--- src/rtl/pdes_pkg.sv ---
// Shared definitions for the discrete-event dispatcher: event field sizes,
// dispatcher state encoding and the core-index width helper.
package pdes_pkg;

    localparam int EV_WIDTH      = 32;
    localparam int EV_TIME_WID   = 16;
    localparam int EV_NUM_CORE   = 4;

    typedef enum logic [1:0] {
        ST_IDLE = 2'd0,
        ST_RUN  = 2'd1,
        ST_DONE = 2'd2
    } disp_state_t;

    // A single core still needs a one-bit index.
    function automatic int core_id_width(input int n);
        return (n <= 1) ? 1 : $clog2(n);
    endfunction

endpackage

--- src/rtl/event_dispatcher_if.sv ---
// Command/data port between the dispatcher and the heap priority queue.
interface event_dispatcher_if #(
    parameter int WIDTH = pdes_pkg::EV_WIDTH
) ();
    logic             q_enq;
    logic             q_deq;
    logic [WIDTH-1:0] q_inp_data;
    logic [WIDTH-1:0] q_out_data;
    logic             q_full;
    logic             q_empty;

    modport master (
        output q_enq, q_deq, q_inp_data,
        input  q_out_data, q_full, q_empty
    );

    modport slave (
        input  q_enq, q_deq, q_inp_data,
        output q_out_data, q_full, q_empty
    );
endinterface

--- src/rtl/event_dispatcher_rr_arbiter.sv ---
// Combinational round-robin pick: first requesting core at or after ptr,
// wrapping around; the pointer register lives in the caller.
module rr_arbiter
    import pdes_pkg::*;
#(
    parameter int NUM_CORE  = EV_NUM_CORE,
    parameter int CORE_ID_W = core_id_width(NUM_CORE)
) (
    input  logic [NUM_CORE-1:0]  req,
    input  logic [CORE_ID_W-1:0] ptr,
    output logic [NUM_CORE-1:0]  grant_onehot,
    output logic [CORE_ID_W-1:0] grant_idx,
    output logic                 any_grant
);

    int unsigned cand;

    // Scan from the farthest offset down so the nearest hit is written last.
    always_comb begin
        grant_idx = '0;
        any_grant = 1'b0;
        cand      = 0;
        for (int k = NUM_CORE - 1; k >= 0; k--) begin
            cand = int'(ptr) + k;
            if (cand >= NUM_CORE) begin
                cand = cand - NUM_CORE;
            end
            if (req[cand]) begin
                any_grant = 1'b1;
                grant_idx = CORE_ID_W'(cand);
            end
        end
    end

    genvar gi;
    generate
        for (gi = 0; gi < NUM_CORE; gi++) begin : g_onehot
            assign grant_onehot[gi] = any_grant && (grant_idx == CORE_ID_W'(gi));
        end
    endgenerate

endmodule

--- src/rtl/event_dispatcher.sv ---
// Issue stage around the heap queue: enqueues new events, dequeues the
// minimum-timestamp event to an idle core or drops it past end_time.
module event_dispatcher
    import pdes_pkg::*;
#(
    parameter int WIDTH     = EV_WIDTH,
    parameter int TIME_WID  = EV_TIME_WID,
    parameter int NUM_CORE  = EV_NUM_CORE,
    parameter int CORE_ID_W = core_id_width(NUM_CORE)
) (
    input  logic                  clk,
    input  logic                  rst,
    input  logic                  start,
    input  logic [TIME_WID-1:0]   end_time,
    input  logic                  new_vld,
    input  logic [WIDTH-1:0]      new_data,
    output logic                  new_rdy,
    input  logic [NUM_CORE-1:0]   core_done,
    event_dispatcher_if.master    qif,
    output logic                  issue_vld,
    output logic [CORE_ID_W-1:0]  issue_core,
    output logic [WIDTH-1:0]      issue_data,
    output logic [NUM_CORE-1:0]   busy,
    output logic [31:0]           issued_cnt,
    output logic [15:0]           discard_cnt,
    output logic                  done
);

    disp_state_t          state_reg, state_next;
    logic                 quiet_reg, quiet_next;
    logic                 pri_reg;
    logic [CORE_ID_W-1:0] rr_ptr_reg;
    logic [NUM_CORE-1:0]  busy_reg;
    logic                 issue_vld_reg;
    logic [CORE_ID_W-1:0] issue_core_reg;
    logic [WIDTH-1:0]     issue_data_reg;
    logic [31:0]          issued_cnt_reg;
    logic [15:0]          discard_cnt_reg;

    logic [NUM_CORE-1:0]  grant_onehot;
    logic [CORE_ID_W-1:0] grant_idx;
    logic                 any_grant;
    logic [TIME_WID-1:0]  head_ts;
    logic                 in_range, run;
    logic                 deq_cand, enq_cand, conflict;
    logic                 do_issue, do_discard, quiet;

    rr_arbiter #(
        .NUM_CORE  (NUM_CORE),
        .CORE_ID_W (CORE_ID_W)
    ) u_arb (
        .req          (~busy_reg),
        .ptr          (rr_ptr_reg),
        .grant_onehot (grant_onehot),
        .grant_idx    (grant_idx),
        .any_grant    (any_grant)
    );

    assign head_ts  = qif.q_out_data[TIME_WID-1:0];
    assign in_range = head_ts < end_time;
    assign run      = (state_reg == ST_RUN);

    // Out-of-range heads are dropped even when every core is busy.
    assign deq_cand = !rst && run && !qif.q_empty && (!in_range || any_grant);
    assign enq_cand = !rst && new_vld && !qif.q_full;
    assign conflict = deq_cand && enq_cand;

    assign qif.q_deq      = deq_cand && !(enq_cand && pri_reg);
    assign qif.q_enq      = enq_cand && !(deq_cand && !pri_reg);
    assign qif.q_inp_data = new_data;
    assign new_rdy        = qif.q_enq;

    assign do_issue   = qif.q_deq && in_range;
    assign do_discard = qif.q_deq && !in_range;

    assign quiet = qif.q_empty && (busy_reg == '0) && !new_vld
                   && !issue_vld_reg && !qif.q_enq;

    always_comb begin
        state_next = state_reg;
        quiet_next = 1'b0;
        case (state_reg)
            ST_IDLE: if (start) state_next = ST_RUN;
            ST_RUN: begin
                if (quiet) begin
                    if (quiet_reg) state_next = ST_DONE;
                    else           quiet_next = 1'b1;
                end
            end
            ST_DONE: if (start) state_next = ST_RUN;
            default: state_next = ST_IDLE;
        endcase
    end

    always_ff @(posedge clk) begin
        if (rst) begin
            state_reg <= ST_IDLE;
            quiet_reg <= 1'b0;
        end else begin
            state_reg <= state_next;
            quiet_reg <= quiet_next;
        end
    end

    always_ff @(posedge clk) begin
        if (rst) begin
            pri_reg         <= 1'b0;
            rr_ptr_reg      <= '0;
            busy_reg        <= '0;
            issue_vld_reg   <= 1'b0;
            issue_core_reg  <= '0;
            issue_data_reg  <= '0;
            issued_cnt_reg  <= '0;
            discard_cnt_reg <= '0;
        end else begin
            if (conflict) pri_reg <= ~pri_reg;
            busy_reg      <= (busy_reg & ~core_done) | (do_issue ? grant_onehot : '0);
            issue_vld_reg <= do_issue;
            if (do_issue) begin
                issue_core_reg <= grant_idx;
                issue_data_reg <= qif.q_out_data;
                issued_cnt_reg <= issued_cnt_reg + 32'd1;
                rr_ptr_reg     <= (grant_idx == CORE_ID_W'(NUM_CORE - 1))
                                  ? '0 : grant_idx + 1'b1;
            end
            if (do_discard) discard_cnt_reg <= discard_cnt_reg + 16'd1;
        end
    end

    assign issue_vld   = issue_vld_reg;
    assign issue_core  = issue_core_reg;
    assign issue_data  = issue_data_reg;
    assign busy        = busy_reg;
    assign issued_cnt  = issued_cnt_reg;
    assign discard_cnt = discard_cnt_reg;
    assign done        = (state_reg == ST_DONE);

endmodule

--- src/flat_wrapper.sv ---
// flat-port wrapper written by rule: the top's interface ports become plain ports
module event_dispatcher_flat import pdes_pkg::*;
#(
    parameter int WIDTH     = EV_WIDTH,
    parameter int TIME_WID  = EV_TIME_WID,
    parameter int NUM_CORE  = EV_NUM_CORE,
    parameter int CORE_ID_W = core_id_width(NUM_CORE)
)
  (clk, rst, start, end_time, new_vld, new_data, new_rdy, core_done, issue_vld, issue_core, issue_data, busy, issued_cnt, discard_cnt, done, qif_q_enq, qif_q_deq, qif_q_inp_data, qif_q_out_data, qif_q_full, qif_q_empty);
  event_dispatcher_if #(.WIDTH(WIDTH)) qif_i ();
  input  logic clk;
  input  logic rst;
  input  logic start;
  input  logic [TIME_WID-1:0] end_time;
  input  logic new_vld;
  input  logic [WIDTH-1:0] new_data;
  output logic new_rdy;
  input  logic [NUM_CORE-1:0] core_done;
  output logic issue_vld;
  output logic [CORE_ID_W-1:0] issue_core;
  output logic [WIDTH-1:0] issue_data;
  output logic [NUM_CORE-1:0] busy;
  output logic [31:0] issued_cnt;
  output logic [15:0] discard_cnt;
  output logic done;
  output wire logic [$bits(qif_i.q_enq)-1:0] qif_q_enq;
  output wire logic [$bits(qif_i.q_deq)-1:0] qif_q_deq;
  output wire logic [$bits(qif_i.q_inp_data)-1:0] qif_q_inp_data;
  input wire logic [$bits(qif_i.q_out_data)-1:0] qif_q_out_data;
  input wire logic [$bits(qif_i.q_full)-1:0] qif_q_full;
  input wire logic [$bits(qif_i.q_empty)-1:0] qif_q_empty;
  assign qif_q_enq = qif_i.q_enq;
  assign qif_q_deq = qif_i.q_deq;
  assign qif_q_inp_data = qif_i.q_inp_data;
  assign qif_i.q_out_data = qif_q_out_data;
  assign qif_i.q_full = qif_q_full;
  assign qif_i.q_empty = qif_q_empty;
  event_dispatcher #(.WIDTH(WIDTH), .TIME_WID(TIME_WID), .NUM_CORE(NUM_CORE), .CORE_ID_W(CORE_ID_W)) u_core (.clk(clk), .rst(rst), .start(start), .end_time(end_time), .new_vld(new_vld), .new_data(new_data), .new_rdy(new_rdy), .core_done(core_done), .qif(qif_i), .issue_vld(issue_vld), .issue_core(issue_core), .issue_data(issue_data), .busy(busy), .issued_cnt(issued_cnt), .discard_cnt(discard_cnt), .done(done));
endmodule
--- config.mk ---
export PLATFORM = sky130hd
export DESIGN_NAME = event_dispatcher_flat
export DESIGN_NICKNAME = d
export VERILOG_FILES = /design/src/rtl/pdes_pkg.sv /design/src/rtl/event_dispatcher_if.sv /design/src/rtl/event_dispatcher_rr_arbiter.sv /design/src/rtl/event_dispatcher.sv /design/src/flat_wrapper.sv
export SDC_FILE = /design/constraint.sdc
export NUM_CORES = 1
export LEC_CHECK = 0
export BUFFER_PORTS_ARGS = -buffer_cell sky130_fd_sc_hd__buf_2
export CAP_MARGIN = 20
export CORE_MARGIN = 4
export CORE_UTILIZATION = 40
export CTS_CLUSTER_SIZE = 25
export DETAILED_ROUTE_END_ITERATION = 6
export MAX_ROUTING_LAYER = met4
export PLACE_DENSITY_LB_ADDON = 0.25
export SLEW_MARGIN = 10
export SYNTH_ARGS = -nofsm -noshare
export SYNTH_HDL_FRONTEND = slang
export SYNTH_SLANG_ARGS = --single-unit
--- constraint.sdc ---
create_clock -name clk -period 2.57 [get_ports clk]
set_input_delay 0.257 -clock clk [delete_from_list [all_inputs] [get_ports clk]]
set_output_delay 0.257 -clock clk [all_outputs]
set_load 0.01 [all_outputs]
==> results.md <==
* Outcome: finished, violations left
* Failing checks: negative setup slack
* Layout Nets at roughly 840
* First-pass GRT wire length at around 21000 um
* Syn Std Cell Area at 0.00475 mm2
* Number of global-route vias before repair at about 4500
* Grt total ovfl at 0
* Dominant cell type by area after synthesis: dfxtp_1
* Vias per inst at roughly 5.5
* Worst-path fanout max at 7
* Die area at ~0.014 mm2
* Post-Synthesis Cells at 587
* Fraction of registers with async set/reset at 0
* Die W at between 100 and 150 um
* DRT Pass-1 Iters at 4
* Hold Path Cell Cnt at 2
* Fill count at between 1000 and 1500
* WP data required at 2.84 ns
* Actual slew at the worst max-slew pin at between 0.7 and 0.8 ns
* Top cells by area, synth: dfxtp_1, a21oi_1, nand2_1, ha_1, buf_4
* RSZ-0062 raised after global routing: yes
* Final WL at approximately 14000 um
* Commonest register cell after synthesis: dfxtp_1
* Initial antenna violation count at 0
* Final Non-Filler Cells at 873
* Cts bufs inserted at 9
* Crit start category: register
* Max Cap Viol at 0
* Final setup margin at -0.0940 ns
* Reg2Reg Setup Slack at -0.09 ns
* Largest net degree at the start of global routing at 59
* Drt wl/cell at around 16 um
* Static Leak at between 2 and 3 nW
* CTS Buffer Depth at 2
* Detail Route Antenna Nets at 0
* FF-to-FF path depth at 7
* Setup Skew at 0.00722 ns
* Register Area at 0.00186 mm2
* Worst-skew pair later-pin latency at 0.34 ns
* CORE AREA at 0.0115 mm2
* Reg2Reg Launch Point: u_core.state_reg[1]$_SDFFE_PP0P_
* Post-Syn Nets at 698
* Antenna cells at 0
* Final setup viols at 16
* Drt drc at 0
* Synth cell count leaders: nand2_1, dfxtp_1, a21oi_1, buf_4, inv_1
* Max IR drop VDD at approximately 0.36 mV
* Synth Warn # at 0
* Row cnt at 39
* Data arrival, critical path at 2.93 ns
* Die Span Y at 117 um
* Pwr Density at 494 mW/mm2
* Sink Count at 93
* Post-synth EDFFs at 0
* Hold Crit Class: input port to register
* Pre-CTS setup slack at -0.245 ns
* I/O pins at around 210
* Sequential area share after synthesis at 0.392
* Final core occ at 0.560
* Total power at 3.18 mW
* Slew Viols, Final at 0
* Hold Crit Endpoint: u_core.busy[3]$_SDFF_PP0_
* GRT Overall Usage at 0.198
* Slew headroom at 0.517
* HP Start: core_done[3]
* Initial Util at 0.413
* CTS tree: yes
* Final worst path period need at 2.66 ns
* Most frequent cell after synthesis: nand2_1
* Buffers on Ports at roughly 150
* Placed cells at between 800 and 900
* HPWL Detailed at 9770 um
* Clk slew on worst S/H paths at ~0.07 ns
* Crit end category: register
* Via count at 4777
* Final Hold Fails at 0
* Syn avg cell area at 8.10 um2
* RR Endpoint: u_core.issued_cnt[20]$_SDFFE_PP0P_
* DR iter-0 viols at 232
* Synth Register Bits at 93
* Fin crit share at 1.04
* Fmax achieved at 375 MHz
* Area occupied by multi-input gates at 0.00273 mm2
* WS Path Type: register to register
* Count of cell types in the netlist at 46
* Layout area overhead at 35.7%
* Fraction of layout cells with a size suffix above 1 at 0.379
* Synth top area share at 0.392
* H-tree Lvls at 3
* RD Place Congestion at 0.849
* Root buffer cell: clkbuf_16
worst max-delay path: stages (launching register included):
cell      delay, ns
dfxtp_2        0.32
or4b_4         0.51
a21o_1         0.19
a2111o_1       0.31
or4_4          0.48
buf_12         0.17
or4_4          0.47
a21oi_1        0.16
power breakdown:
group	switching (mW)	leakage [nW]	total, mW	internal [mW]
clock	0.571	0.151	1.42	0.847
sequential	0.0112	0.751	1.47	1.46
combinational	0.159	1.78	0.298	0.139
routing by layer:
layer	wire [um]	track usage	up-vias
li1	-	-	2345
met1	6090	0.232	2243
met2	6930	0.337	152
met3	807	0.0401	37
met4	386	0.0726	0
met5	0	-	-
cell families (layout without fill, tap and decap cells):
| kind of cell | Yosys count | count (layout) | synth area share |
|---|---|---|---|
| flops | 93 | 93 | 0.392 |
| buf+inv | 96 | 239 | 0.107 |
| compound gates | 144 | 144 | 0.184 |
| fa+ha+maj | 21 | 21 | 0.0553 |
| simple gates | 224 | 224 | 0.243 |
| xor+xnor | 2 | 2 | 0.00369 |
| mux | 7 | 7 | 0.0158 |
worst max-delay path by stage:
stage | startpoint | end | cells past startpoint
floorplan | end_time[15] | u_core.discard_cnt[13]$_SDFFE_PP0P_ | 9
global placement | qif_q_out_data[1] | u_core.issued_cnt[30]$_SDFFE_PP0P_ | 9
detailed placement | qif_q_out_data[1] | u_core.issued_cnt[24]$_SDFFE_PP0P_ | 9
CTS | u_core.state_reg[1]$_SDFFE_PP0P_ | u_core.issued_cnt[24]$_SDFFE_PP0P_ | 7
global route | u_core.state_reg[1]$_SDFFE_PP0P_ | u_core.issued_cnt[12]$_SDFFE_PP0P_ | 8
finish | u_core.state_reg[1]$_SDFFE_PP0P_ | u_core.issued_cnt[20]$_SDFFE_PP0P_ | 7
cell usage in the layout (no fill, tap or decap), types with 16 or more instances in the layout:
cell / Yosys / layout
buf_2: 6 / 148
dfxtp_1: 93 / 92
nand2_1: 95 / 85
a21oi_1: 77 / 60
buf_4: 33 / 31
inv_1: 29 / 28
nor2_1: 20 / 20
o31ai_1: 24 / 19
nand4_1: 17 / 17
a21oi_2: 0 / 17
or4_1: 24 / 16
through the flow:
step                hold WS (ns)  area [um2]  TNS [ns]
floorplan                  0.349        4790         0
global placement           0.439        5550    -17.72
detailed placement         0.440        5550    -11.90
CTS                       0.0776        6000    -0.532
global route              0.0998        6450     -2.56
finish                    0.0923        6450    -0.901
final cells by class:
class,count,share of cell area
multi-input cells,398,0.423
flip-flops and latches,93,0.289
repair buffers,193,0.193
clock buffers,9,0.0349
well taps,143,0.0278
inverters,30,0.0181
clock inverters,7,0.0140
timing repair:
action | 4_1_cts | 5_1_grt
gates resized for setup | 13 | 67
hold buffers | 0 | 0
setup endpoints to repair | 54 | 63
setup buffers | 2 | 6
gates cloned | 1 | 4
pin swaps | 8 | 32
No activity file was read; power rests on OpenSTA's default activity.
